### src/rtl/div_unit.sv
// Iterative radix-2 restoring divider (DIV/DIVU) feeding HI/LO; result = {remainder, quotient}.
// Optional macro DIV_ZERO_FAST_EN: zero divisor completes in one cycle through BY_ZERO.
module div_unit (
  input  logic        clk,
  input  logic        rst,
  input  logic        signed_div_i,
  input  logic [31:0] opdata1_i,
  input  logic [31:0] opdata2_i,
  input  logic        start_i,
  input  logic        annul_i,
  output logic [63:0] result_o,
  output logic        ready_o,
  output logic        busy_o
);

  localparam int DATA_W = 32;

  typedef enum logic [1:0] {FREE, BY_ZERO, ON, END} state_t;

  state_t              state, state_nxt;
  logic [4:0]          cnt;
  logic [DATA_W-1:0]   dvd_orig;
  logic [DATA_W-1:0]   dvs_mag;
  logic [DATA_W-1:0]   rem;
  logic [DATA_W-1:0]   quo;
  logic                neg_q;
  logic                neg_r;
`ifndef DIV_ZERO_FAST_EN
  logic                zero_dvs;
`endif
  logic [2*DATA_W-1:0] result_q;

  logic                accept;
  logic                last;
  logic [DATA_W:0]     partial;
  logic [DATA_W:0]     diff;
  logic                ge;
  logic [DATA_W-1:0]   rem_nxt;
  logic [DATA_W-1:0]   quo_nxt;
  logic [2*DATA_W-1:0] result_fin;

  function automatic logic [DATA_W-1:0] mag(input logic sgn, input logic signed [DATA_W-1:0] x);
    return (sgn && x[DATA_W-1]) ? DATA_W'(~x + 1'b1) : x;
  endfunction

  function automatic logic [DATA_W-1:0] apply_sign(input logic neg, input logic [DATA_W-1:0] x);
    return neg ? DATA_W'(~x + 1'b1) : x;
  endfunction

  assign accept = start_i && !annul_i;
  assign last   = (cnt == 5'd31);

  // One restoring step: shift the next dividend bit into the remainder, trial-subtract
  always_comb begin
    partial = {rem, quo[DATA_W-1]};
    diff    = partial - {1'b0, dvs_mag};
    ge      = ~diff[DATA_W];
    rem_nxt = ge ? diff[DATA_W-1:0] : partial[DATA_W-1:0];
    quo_nxt = {quo[DATA_W-2:0], ge};
  end

  always_comb begin
    result_fin = {apply_sign(neg_r, rem_nxt), apply_sign(neg_q, quo_nxt)};
`ifndef DIV_ZERO_FAST_EN
    if (zero_dvs)
      result_fin = {dvd_orig, {DATA_W{1'b1}}};
`endif
  end

  always_ff @(posedge clk) begin
    if (rst) begin
      state <= FREE;
      cnt   <= '0;
    end else begin
      state <= state_nxt;
      if (state == FREE && accept)
        cnt <= '0;
      else if (state == ON)
        cnt <= cnt + 5'd1;
    end
  end

  always_comb begin
    state_nxt = state;
    case (state)
      FREE: begin
        if (accept) begin
`ifdef DIV_ZERO_FAST_EN
          state_nxt = (opdata2_i == '0) ? BY_ZERO : ON;
`else
          state_nxt = ON;
`endif
        end
      end
      BY_ZERO: state_nxt = annul_i ? FREE : END;
      ON: begin
        if (annul_i)
          state_nxt = FREE;
        else if (last)
          state_nxt = END;
      end
      END:     state_nxt = start_i ? END : FREE;
      default: state_nxt = FREE;
    endcase
  end

  always_comb begin
    ready_o  = (state == END);
    busy_o   = (state != FREE);
    result_o = ready_o ? result_q : '0;
  end

  // Operand capture and iteration datapath; held data needs no reset since outputs are gated
  always_ff @(posedge clk) begin
    case (state)
      FREE: begin
        if (accept) begin
          dvd_orig <= opdata1_i;
          dvs_mag  <= mag(signed_div_i, opdata2_i);
          quo      <= mag(signed_div_i, opdata1_i);
          rem      <= '0;
          neg_q    <= signed_div_i & (opdata1_i[DATA_W-1] ^ opdata2_i[DATA_W-1]);
          neg_r    <= signed_div_i & opdata1_i[DATA_W-1];
`ifndef DIV_ZERO_FAST_EN
          zero_dvs <= (opdata2_i == '0);
`endif
        end
      end
      ON: begin
        rem <= rem_nxt;
        quo <= quo_nxt;
        if (last)
          result_q <= result_fin;
      end
      BY_ZERO: result_q <= {dvd_orig, {DATA_W{1'b1}}};
      default: ;
    endcase
  end

endmodule

### config.mk
export PLATFORM = sky130hd
export DESIGN_NAME = div_unit
export DESIGN_NICKNAME = d
export VERILOG_FILES = /design/src/rtl/div_unit.sv
export SDC_FILE = /design/constraint.sdc
export NUM_CORES = 1
export LEC_CHECK = 0
export BUFFER_PORTS_ARGS = -buffer_cell sky130_fd_sc_hd__clkbuf_2
export CORE_ASPECT_RATIO = 0.7
export CORE_UTILIZATION = 55
export DETAILED_ROUTE_END_ITERATION = 10
export PLACE_DENSITY = 0.75
export RECOVER_POWER = 50
export SETUP_SLACK_MARGIN = 0.02
export SKIP_CTS_REPAIR_TIMING = 1
export SLEW_MARGIN = 5
export SYNTH_ARGS = -nofsm -noshare
export SYNTH_HDL_FRONTEND = slang
export SYNTH_SLANG_ARGS = --single-unit
### constraint.sdc
create_clock -name clk -period 15.95 [get_ports clk]
set_input_delay 2.3925 -clock clk [delete_from_list [all_inputs] [get_ports clk]]
set_output_delay 2.3925 -clock clk [all_outputs]
set_load 0.1 [all_outputs]
==> results.toml, run 1 <==
[status]
status = "finished, violations left"
violations = "capacitance limit, slew limit"

[global_routing]
grt_pass1_vias = 9908
track_usage_pct = 26.4
grt-ovfl-total = 0
grt_pass1_wl_um = 52500
antenna_found_initial = 0
grt_max_degree = 69

[place]
dp_hpwl_um = 23900
dpl_cell_area_mm2 = 0.0140
io_buffers = 134
gp_congestion = 0.932

[die]
die_y_um = 131
die_x_um = 187
dieArea_mm2 = 0.0245
rows = 46
start_util_pct = 57.1
core_mm2 = 0.0230
io_pins = 135

[pwr]
seqPwrFrac_pct = 33.2
leakage_nw = 5.59
intPower_mw = 1.54
p_switching_mw = 1.19
power.share.clock_pct = 19.3
p_total_mw = 2.72
pwr-share-comb_pct = 47.6
ir_drop_mv = 0.210
powerDensity_mw_per_mm2 = 186
p_sw_share_pct = 43.6

[route]
wl_um = 32800
ant_nets = 0
drcViolationCount = 0
vias = 10700
drt-pass1-iter-count = 7
avgViaCountPerCell = 5.95
drt_iter0_markers = 1054
wire_per_inst_um = 18.3

[clock_network]
cts_buffers = 22
cts_root_buf = "clkbuf_16"
cts_tree = "yes"
cts_buffer_depth = 3
clk_pin_slew_ns = 0.06
clock_sinks = 202
cts_max_level = 1
worstSkewPairLatency_ns = 0.51

[critical_path]
crit_type = "flip-flop to flip-flop"
critPathRequiredTime_ns = 16.19
crit_path_start = "rem[16]$_SDFFCE_PN0P_"
critical_path.endpoint = "result_q[58]$_DFFE_PP_"
reg2reg_from = "rem[16]$_SDFFCE_PN0P_"
worst_setup_path_start_kind = "flip-flop"
worstPathArrival_ns = 8.00
worstSetupEndpointType = "flip-flop"
r2r.worst_path.cells = 22
r2r-end = "result_q[58]$_DFFE_PP_"
timing.reg2reg.setup_slack_ns = 8.20
worstPathMaxFanout = 49

[timing]
fin_crit_sh_pct = 48.6
drv_slew = 305
setup_viol = 0
rsz0062_at_grt = "false"
fin_skew_ns = 0.0105
hold_violations = 0
fin_setup_tns_ns = 0
worst_pin_slew_ns = 3.89
fmax_ghz = 0.129
slew_headroom_pct = -160
layout_min_cycle_time_ns = 7.75

[synthesis]
seq_area_frac_synth_pct = 45.6
synth-edff-count = 195
ys_seq_elements = 202
avgSynthCellArea_um2 = 9.61
synth_area_mm2 = 0.0131
async_reset_ff_share_pct = 0
synth_nets = 1479
synth_ff_type = "edfxtp_1"
netlist_instances = 1367
ys_types = 79
yosys_warnings = 0

[cells_and_area]
final_area_mm2 = 0.0146
area_growth_pct = 11.3
fin_nets = 1582
antenna_cells = 0
nFillCells = 1952
drive_gt1_share_pct = 10.7

[worst_hold_path]
worstHoldPathCells = 2
min_path_type = "flip-flop to flip-flop"

[run]
drv_cap = 5
==> sequential cells by signal (all words and copies together), names as in the netlist <==
| signal | cells |
|---|---|
| result_q | 64 |
| dvd_orig | 32 |
| dvs_mag | 32 |
| quo | 32 |
| rem | 32 |
| cnt | 5 |
| state | 2 |
| neg_q | 1 |
| neg_r | 1 |
| zero_dvs | 1 |
==> metal layers <==
| layer | global-route usage (%) | share of wire, % | routed length, um | up-vias |
|---|---|---|---|---|
| met5 | 0 | 0 | 0 | - |
| met1 | 39.8 | 47 | 15400 | 5077 |
| met3 | 4.46 | 8.0 | 2630 | 32 |
| met4 | 4.05 | 1.3 | 433 | 0 |
| li1 | - | - | - | 5162 |
| met2 | 40.5 | 44 | 14400 | 429 |
==> synth_stat cells, drive strengths merged, types with 7 or more instances <==
cell	instances	area [um^2]
ha	42	526
a21o	12	90.1
mux2i	22	245
nor2	106	405
dfxtp	7	140
nor4	17	113
or4	12	90.1
or2	7	43.8
and3	15	93.8
edfxtp	195	5860
clkbuf	49	184
o211ai	10	80.1
o41ai	20	190
inv	61	229
nand3	10	50.1
or3	10	62.6
nor3	19	95.1
buf	18	101
a31oi	8	50.1
o21bai	7	52.6
nand4	12	75.1
o21ai	127	651
o31ai	24	185
xnor2	75	657
o21a	8	67.6
nand2b	15	93.8
nand2	167	627
and2	69	432
a21oi	93	465
xor2	65	569
==> cells by family (layout without fill, tap and decap cells) <==
| family | after synthesis | in the layout | share of synthesized area [%] |
|---|---|---|---|
| buf+inv | 129 | 247 | 3.94 |
| fa+ha+maj | 43 | 43 | 4.15 |
| mux | 25 | 25 | 2.12 |
| simple gates | 482 | 482 | 18.1 |
| flops | 202 | 202 | 45.6 |
| compound gates | 346 | 346 | 16.8 |
| xor+xnor | 140 | 140 | 9.33 |
==> through the flow <==
step | hold slack, ns | setup WS (ns) | util (%) | cells
3_5_place_dp | 0.509 | 9.54 | 60.9 | 1758
4_1_cts | 0.525 | 9.48 | 64.1 | 1797
3_3_place_gp | 0.486 | 9.98 | 60.9 | 1758
2_1_floorplan | 0.467 | 9.87 | - | 1367
5_1_grt | 0.540 | 7.55 | 63.5 | 1797
6_report | 0.526 | 8.20 | 63.5 | 1797
==> layout make-up <==
type	count	area (um^2)	area share, %
clock buffers	27	591	4.04
clock inverters	12	136	0.933
inverters	62	233	1.59
multi-input cells	1036	6590	45.0
flip-flops and latches	202	6000	41.0
well taps	312	390	2.67
repair buffers	146	694	4.75
==> worst min-delay path by stage <==
stage,from,endpoint,slack [ns]
floorplan,cnt[4]$_SDFFE_PP0P_,cnt[4]$_SDFFE_PP0P_,0.47
detailed placement,dvd_orig[2]$_DFFE_PP_,result_q[34]$_DFFE_PP_,0.51
finish,dvd_orig[2]$_DFFE_PP_,result_q[34]$_DFFE_PP_,0.53
global placement,cnt[4]$_SDFFE_PP0P_,cnt[4]$_SDFFE_PP0P_,0.49
global route,dvd_orig[10]$_DFFE_PP_,result_q[42]$_DFFE_PP_,0.54
CTS,dvd_orig[2]$_DFFE_PP_,result_q[34]$_DFFE_PP_,0.52
==> power by group through the flow <==
stage,registers (mW),clock network (mW),logic [mW]
floorplan,0.871,0,1.02
global placement,0.892,0,1.27
detailed placement,0.895,0,1.29
CTS,0.886,0.532,1.30
global route,0.916,0.548,1.42
finish,0.903,0.525,1.30
==> cells in the final DEF, fill, tap and decap left out, types with 42 or more instances in the layout <==
| master | count |
|---|---|
| edfxtp_1 | 195 |
| nand2_1 | 167 |
| o21ai_0 | 121 |
| nor2_1 | 104 |
| clkbuf_2 | 99 |
| a21oi_1 | 93 |
| xnor2_1 | 75 |
| and2_1 | 67 |
| xor2_1 | 65 |
| inv_1 | 60 |
| clkbuf_1 | 45 |
| ha_1 | 42 |
==> critical path, stage by stage, from the launching register on <==
cell and delay, ns:
edfxtp_1 0.45, ha_1 0.44, a21oi_1 0.25, o21ai_0 0.15, a211oi_1 0.28, o21ai_0 0.25
a311oi_1 0.83, nor2_4 0.01, clkbuf_1 0.91, inv_2 0.32, buf_4 0.51, nor2_1 0.11
a21oi_1 0.28, ha_1 0.31, nand2_1 0.10, a21oi_1 0.15, nor4b_1 0.56, nand4_1 0.29
o31ai_1 0.34, nand3_1 0.27, o41ai_1 0.42, xnor2_1 0.16, o21ai_0 0.08
Note: power is estimated with default switching activity, not from simulation.
==> inputs of run 2 (changes only) <==
==> constraint.sdc (replaced) <==
create_clock -name clk -period 7.7 [get_ports clk]
set_input_delay 1.155 -clock clk [delete_from_list [all_inputs] [get_ports clk]]
set_output_delay 1.155 -clock clk [all_outputs]
set_load 0.1 [all_outputs]
==> run 2 against run 1 <==
Compared with the run above: the run still ends with capacitance limit, slew limit left; critical endpoint is now result_q[8]$_SDFFCE_PP1P_; critical path depth is 17 lower; sequential share of layout area is 0.26 points lower; sequential cell count stayed put; first-iteration DRC count is 12% higher; largest power group unchanged; maximum frequency is 31% higher.
==> results.toml, run 2 (synthesized netlist as in run 1, its figures left out) <==
[route]
drt-pass1-iter-count = 5
wire_per_inst_um = 18.1
vias = 10700
drt_iter0_markers = 1179
avgViaCountPerCell = 5.97
wl_um = 32600
ant_nets = 0
drcViolationCount = 0

[timing]
layout_min_cycle_time_ns = 5.90
setup_viol = 0
worst_pin_slew_ns = 3.96
fin_skew_ns = 0.00896
fin_crit_sh_pct = 76.7
rsz0062_at_grt = "false"
drv_slew = 234
fmax_ghz = 0.169
fin_setup_tns_ns = 0
hold_violations = 0
slew_headroom_pct = -164
hold_ws_ns = 0.522

[critical_path]
crit_type = "flip-flop to flip-flop"
critical_path.endpoint = "result_q[8]$_SDFFCE_PP1P_"
worstPathMaxFanout = 68
worstPathArrival_ns = 5.94
path_cells = "inv_1 -> ha_1 -> clkbuf_1 -> mux2_1 -> clkbuf_1"
crit_top_cell = "clkbuf_1"
worst_setup_path_start_kind = "flip-flop"
slowest_delay_ns = 2.45
worstSetupEndpointType = "flip-flop"
timing.reg2reg.setup_slack_ns = 1.80
r2r.worst_path.cells = 5
slowest_stage = "clkbuf_1"
reg2reg_from = "state[0]$_SDFFE_PP0P_"
crit_path_start = "state[0]$_SDFFE_PP0P_"
critPathRequiredTime_ns = 7.73
r2r-end = "result_q[8]$_SDFFCE_PP1P_"

[cells_and_area]
most-common-layout-cells = "195 x edfxtp_1, 167 x nand2_1, 118 x o21ai_0"
largest_reg_flops = 64
final_area_mm2 = 0.0147
utilization_pct = 63.9
final_common_cell = "edfxtp_1"
layoutNonFillerInstCount = 1795
regMostFlops = "result_q"
fin_nets = 1581
area_growth_pct = 12.0
drive_gt1_share_pct = 11.3
antenna_cells = 0

[place]
place_inst = 1758
dpl_cell_area_mm2 = 0.0140
dp_hpwl_um = 23800
io_buffers = 134
gp_congestion = 0.940

[clock_network]
cts_buffers = 21
cts_tree = "yes"
cts_root_buf = "clkbuf_16"
clk_pin_slew_ns = 0.06
cts_max_level = 1
worstSkewPairLatency_ns = 0.50
clock_sinks = 202
cts_buffer_depth = 3

[global_routing]
grt_pass1_wl_um = 52500
track_usage_pct = 26.5
grt_max_degree = 69
grt-ovfl-total = 0
grt_pass1_vias = 9916
antenna_found_initial = 1

[die]
core_mm2 = 0.0230
rows = 46
die_y_um = 131
die_x_um = 187
io_pins = 135
start_util_pct = 57.1
dieArea_mm2 = 0.0245

[status]
violations = "capacitance limit, slew limit"
status = "finished, violations left"

[pwr]
seqPwrFrac_pct = 32.7
ir_drop_mv = 0.317
intPower_mw = 3.21
p_sw_share_pct = 43.5
powerDensity_mw_per_mm2 = 387
p_switching_mw = 2.48
power.share.clock_pct = 19.7
pwr-share-comb_pct = 47.7
leakage_nw = 5.60

[run]
drv_cap = 4

[worst_hold_path]
min_path_type = "flip-flop to flip-flop"
## run 2: changes by cell type in the layout (fill, tap and decap cells not counted), moves of 2 or more
cell        previous run  this run
clkinv_2               3         1
clkbuf_1              45        43
clkinvlp_4             1         3
clkinv_4               0         2
clkinv_1               5         2
mux2i_1               22        20
o21ai_0              121       118
mux2i_4                0         2
## run 2: per-stage QoR
stage | setup WS [ns] | power, mW
CTS | 2.11 | 5.66
finish | 1.80 | 5.69
floorplan | 1.62 | 3.91
global route | 1.17 | 6.03
global placement | 2.52 | 4.47
detailed placement | 2.19 | 4.53
## run 2: power groups by stage
stage               clock, mW  combinational (mW)  sequential [mW]
floorplan                   0                2.10             1.80
CTS                      1.13                2.69             1.84
detailed placement          0                2.67             1.86
finish                   1.12                2.71             1.86
global route             1.17                2.98             1.89
global placement            0                2.62             1.85
## run 2: worst min-delay path by stage
stage / from / endpoint / slack, ns / depth (start not counted)
floorplan: cnt[4]$_SDFFE_PP0P_ / cnt[4]$_SDFFE_PP0P_ / 0.47 / 2
global placement: cnt[4]$_SDFFE_PP0P_ / cnt[4]$_SDFFE_PP0P_ / 0.48 / 2
detailed placement: cnt[4]$_SDFFE_PP0P_ / cnt[4]$_SDFFE_PP0P_ / 0.50 / 2
CTS: cnt[4]$_SDFFE_PP0P_ / cnt[4]$_SDFFE_PP0P_ / 0.52 / 2
global route: cnt[3]$_SDFFE_PP0P_ / cnt[3]$_SDFFE_PP0P_ / 0.55 / 2
finish: cnt[4]$_SDFFE_PP0P_ / cnt[4]$_SDFFE_PP0P_ / 0.52 / 2
## run 2: area by class of cell
class	count	area, um^2
fillers	1886	8300
multi-input cells	1036	6640
flip-flops and latches	202	6000
repair buffers	146	697
clock buffers	27	622
well taps	312	390
inverters	62	233
clock inverters	10	139
## run 2: metal layers
metal  GRT usage, %  share of wire [%]  vias up
met5              0                  0        -
met4           5.74                1.7        0
met3           3.71                8.1       42
met2           39.5                 42      437
met1           40.8                 48     5091
li1               -                  -     5153
## run 2: critical path: cells and delay by family, from the launching register on
kind / cells / cell delay, ns
flops: 1 / 0.33
mux: 1 / 0.47
fa+ha+maj: 1 / 0.25
buf+inv: 3 / 4.30
==> inputs of run 3 (changes only) <==
--- a/config.mk
+++ b/config.mk
@@ -7,9 +7,9 @@
 export LEC_CHECK = 0
 export BUFFER_PORTS_ARGS = -buffer_cell sky130_fd_sc_hd__clkbuf_2
 export CORE_ASPECT_RATIO = 0.7
-export CORE_UTILIZATION = 55
+export CORE_UTILIZATION = 54
 export DETAILED_ROUTE_END_ITERATION = 10
-export PLACE_DENSITY = 0.75
+export PLACE_DENSITY = 0.77
 export RECOVER_POWER = 50
 export SETUP_SLACK_MARGIN = 0.02
 export SKIP_CTS_REPAIR_TIMING = 1
==> constraint.sdc (replaced) <==
create_clock -name clk -period 5.4 [get_ports clk]
set_input_delay 0.81 -clock clk [delete_from_list [all_inputs] [get_ports clk]]
set_output_delay 0.81 -clock clk [all_outputs]
set_load 0.1 [all_outputs]
==> run 3 against run 2 <==
Compared with the run above: the flow still finishes with violations (capacitance limit, slew limit); via count is 1.0% higher; count of clock-buffer cells in the layout increased by 3; design area up 0.80%; clock power increased by 43%; combinational power is 47% higher; global-route usage down 0.74 points; largest cell class unchanged; largest power group unchanged.
==> results.toml, run 3 (synthesized netlist as in run 1, its figures left out) <==
[cells_and_area]
final_common_cell = "edfxtp_1"
largest_reg_flops = 64
final_area_mm2 = 0.0148
most-common-layout-cells = "195 x edfxtp_1, 167 x nand2_1, 118 x o21ai_0"
drive_gt1_share_pct = 12.1
area_growth_pct = 12.9
regMostFlops = "result_q"
fin_nets = 1589

[status]
status = "finished, violations left"
violations = "capacitance limit, slew limit"

[critical_path]
worstPathMaxFanout = 6
worstSetupEndpointType = "flip-flop"
slowest_stage = "edfxtp_1"
path_cells = "inv_1 -> ha_2 -> fa_2 -> nor2b_4 -> o31a_4 -> o21a_4 -> o21a_1 -> a311oi_4 -> nor2_4 -> inv_4 -> nor2_1 -> a21oi_2 -> ha_2 -> nand2_1 -> a21oi_2 -> nor4b_4 -> buf_4 -> nand4_1 -> o41ai_2 -> nand4b_1 -> or4_1 -> mux2i_1 -> nand2_1"
slowest_delay_ns = 0.45
critPathRequiredTime_ns = 5.67
worst_setup_path_start_kind = "flip-flop"
worstPathArrival_ns = 5.47
crit_type = "flip-flop to flip-flop"
r2r.worst_path.cells = 23

[route]
drt_iter0_markers = 1002
avgViaCountPerCell = 5.98
drt-pass1-iter-count = 5
wire_per_inst_um = 18.1
vias = 10800
wl_um = 32900
ant_nets = 0
drcViolationCount = 0

[clock_network]
cts_buffer_depth = 3
cts_tree = "yes"
worstSkewPairLatency_ns = 0.52
clock_sinks = 202
cts_max_level = 1
cts_buffers = 22
clk_pin_slew_ns = 0.07
cts_root_buf = "clkbuf_16"

[pwr]
power.share.clock_pct = 19.5
p_total_mw = 8.20
pwr-share-comb_pct = 48.5
ir_drop_mv = 0.803
intPower_mw = 4.59
seqPwrFrac_pct = 32.0
p_sw_share_pct = 44.0
powerDensity_mw_per_mm2 = 552
leakage_nw = 5.63
p_switching_mw = 3.61

[global_routing]
grt_max_degree = 71
antenna_found_initial = 1
grt_pass1_vias = 9835
gr-usage-met1_pct = 38.3
grtUsageMet2_pct = 39.1
track_usage_pct = 25.8
grt_util_met3_pct = 4.83
grt-ovfl-total = 0
grt_pass1_wl_um = 51700
grt-busiest-layer = "met2"

[timing]
drv_slew = 174
hold_ws_ns = 0.523
fmax_ghz = 0.192
layout_min_cycle_time_ns = 5.20
worst_pin_slew_ns = 2.49
setup_viol = 0
fin_setup_tns_ns = 0
fin_crit_sh_pct = 96.3
fin_skew_ns = 0.0236
hold_violations = 0
slew_headroom_pct = -66.0

[die]
die_y_um = 133
dieArea_mm2 = 0.0250
rows = 47
start_util_pct = 55.3
io_pins = 135
die_x_um = 188
core_mm2 = 0.0238

[worst_hold_path]
min_path_type = "flip-flop to flip-flop"
worstHoldPathCells = 2

[place]
gp_congestion = 0.917
io_buffers = 134
dpl_cell_area_mm2 = 0.0141
dp_hpwl_um = 24100

[run]
drv_cap = 4
[run 3: worst paths after layout]
check,from,endpoint,slack (ns)
worst max-delay path,quo[31]$_DFFE_PP_,result_q[62]$_DFFE_PP_,0.20
worst min-delay path,dvd_orig[14]$_DFFE_PP_,result_q[46]$_DFFE_PP_,0.52
worst max register to register,quo[31]$_DFFE_PP_,result_q[62]$_DFFE_PP_,0.20
worst min register to register,dvd_orig[14]$_DFFE_PP_,result_q[46]$_DFFE_PP_,0.52
[run 3: area by class of cell]
type / instances / area, um^2
sequential: 202 / 6000
clock buffer: 30 / 612
fill: 2021 / 8920
inverter: 62 / 235
clock inverter: 10 / 134
timing repair buffer: 153 / 746
multi-input combinational: 1036 / 6710
tap: 318 / 398
antenna: 1 / 2.50
[run 3: power by group through the flow]
stage / Combinational [mW] / Clock [mW] / Sequential (mW)
global route: 4.34 / 1.66 / 2.66
finish: 3.98 / 1.60 / 2.62
CTS: 3.89 / 1.61 / 2.60
floorplan: 3.00 / 0 / 2.56
global placement: 3.79 / 0 / 2.63
detailed placement: 3.85 / 0 / 2.63
[run 3: per-layer routing]
metal	vias to the layer above	share of wire [%]
li1	5173	-
met1	5174	46
met2	439	44
met3	46	8.4
met4	0	1.9
met5	-	0
[run 3: per-stage QoR]
step	worst slack, ns	std cells	util (%)
global route	-0.0476	1811	62.4
detailed placement	0.0610	1770	59.3
global placement	0.452	1770	59.3
floorplan	0.153	1367	-
CTS	0.0243	1810	62.4
finish	0.201	1812	62.5
[run 3: worst max-delay path, delay by kind of cell, from the launching register on]
kind                       cells  cell delay [ns]
AOI/OAI and AO/OA              7             1.95
adders and majority gates      3             0.64
buffers and inverters          3             0.36
DFF                            1             0.45
muxes                          1             0.16
and+or+nand+nor                9             1.36
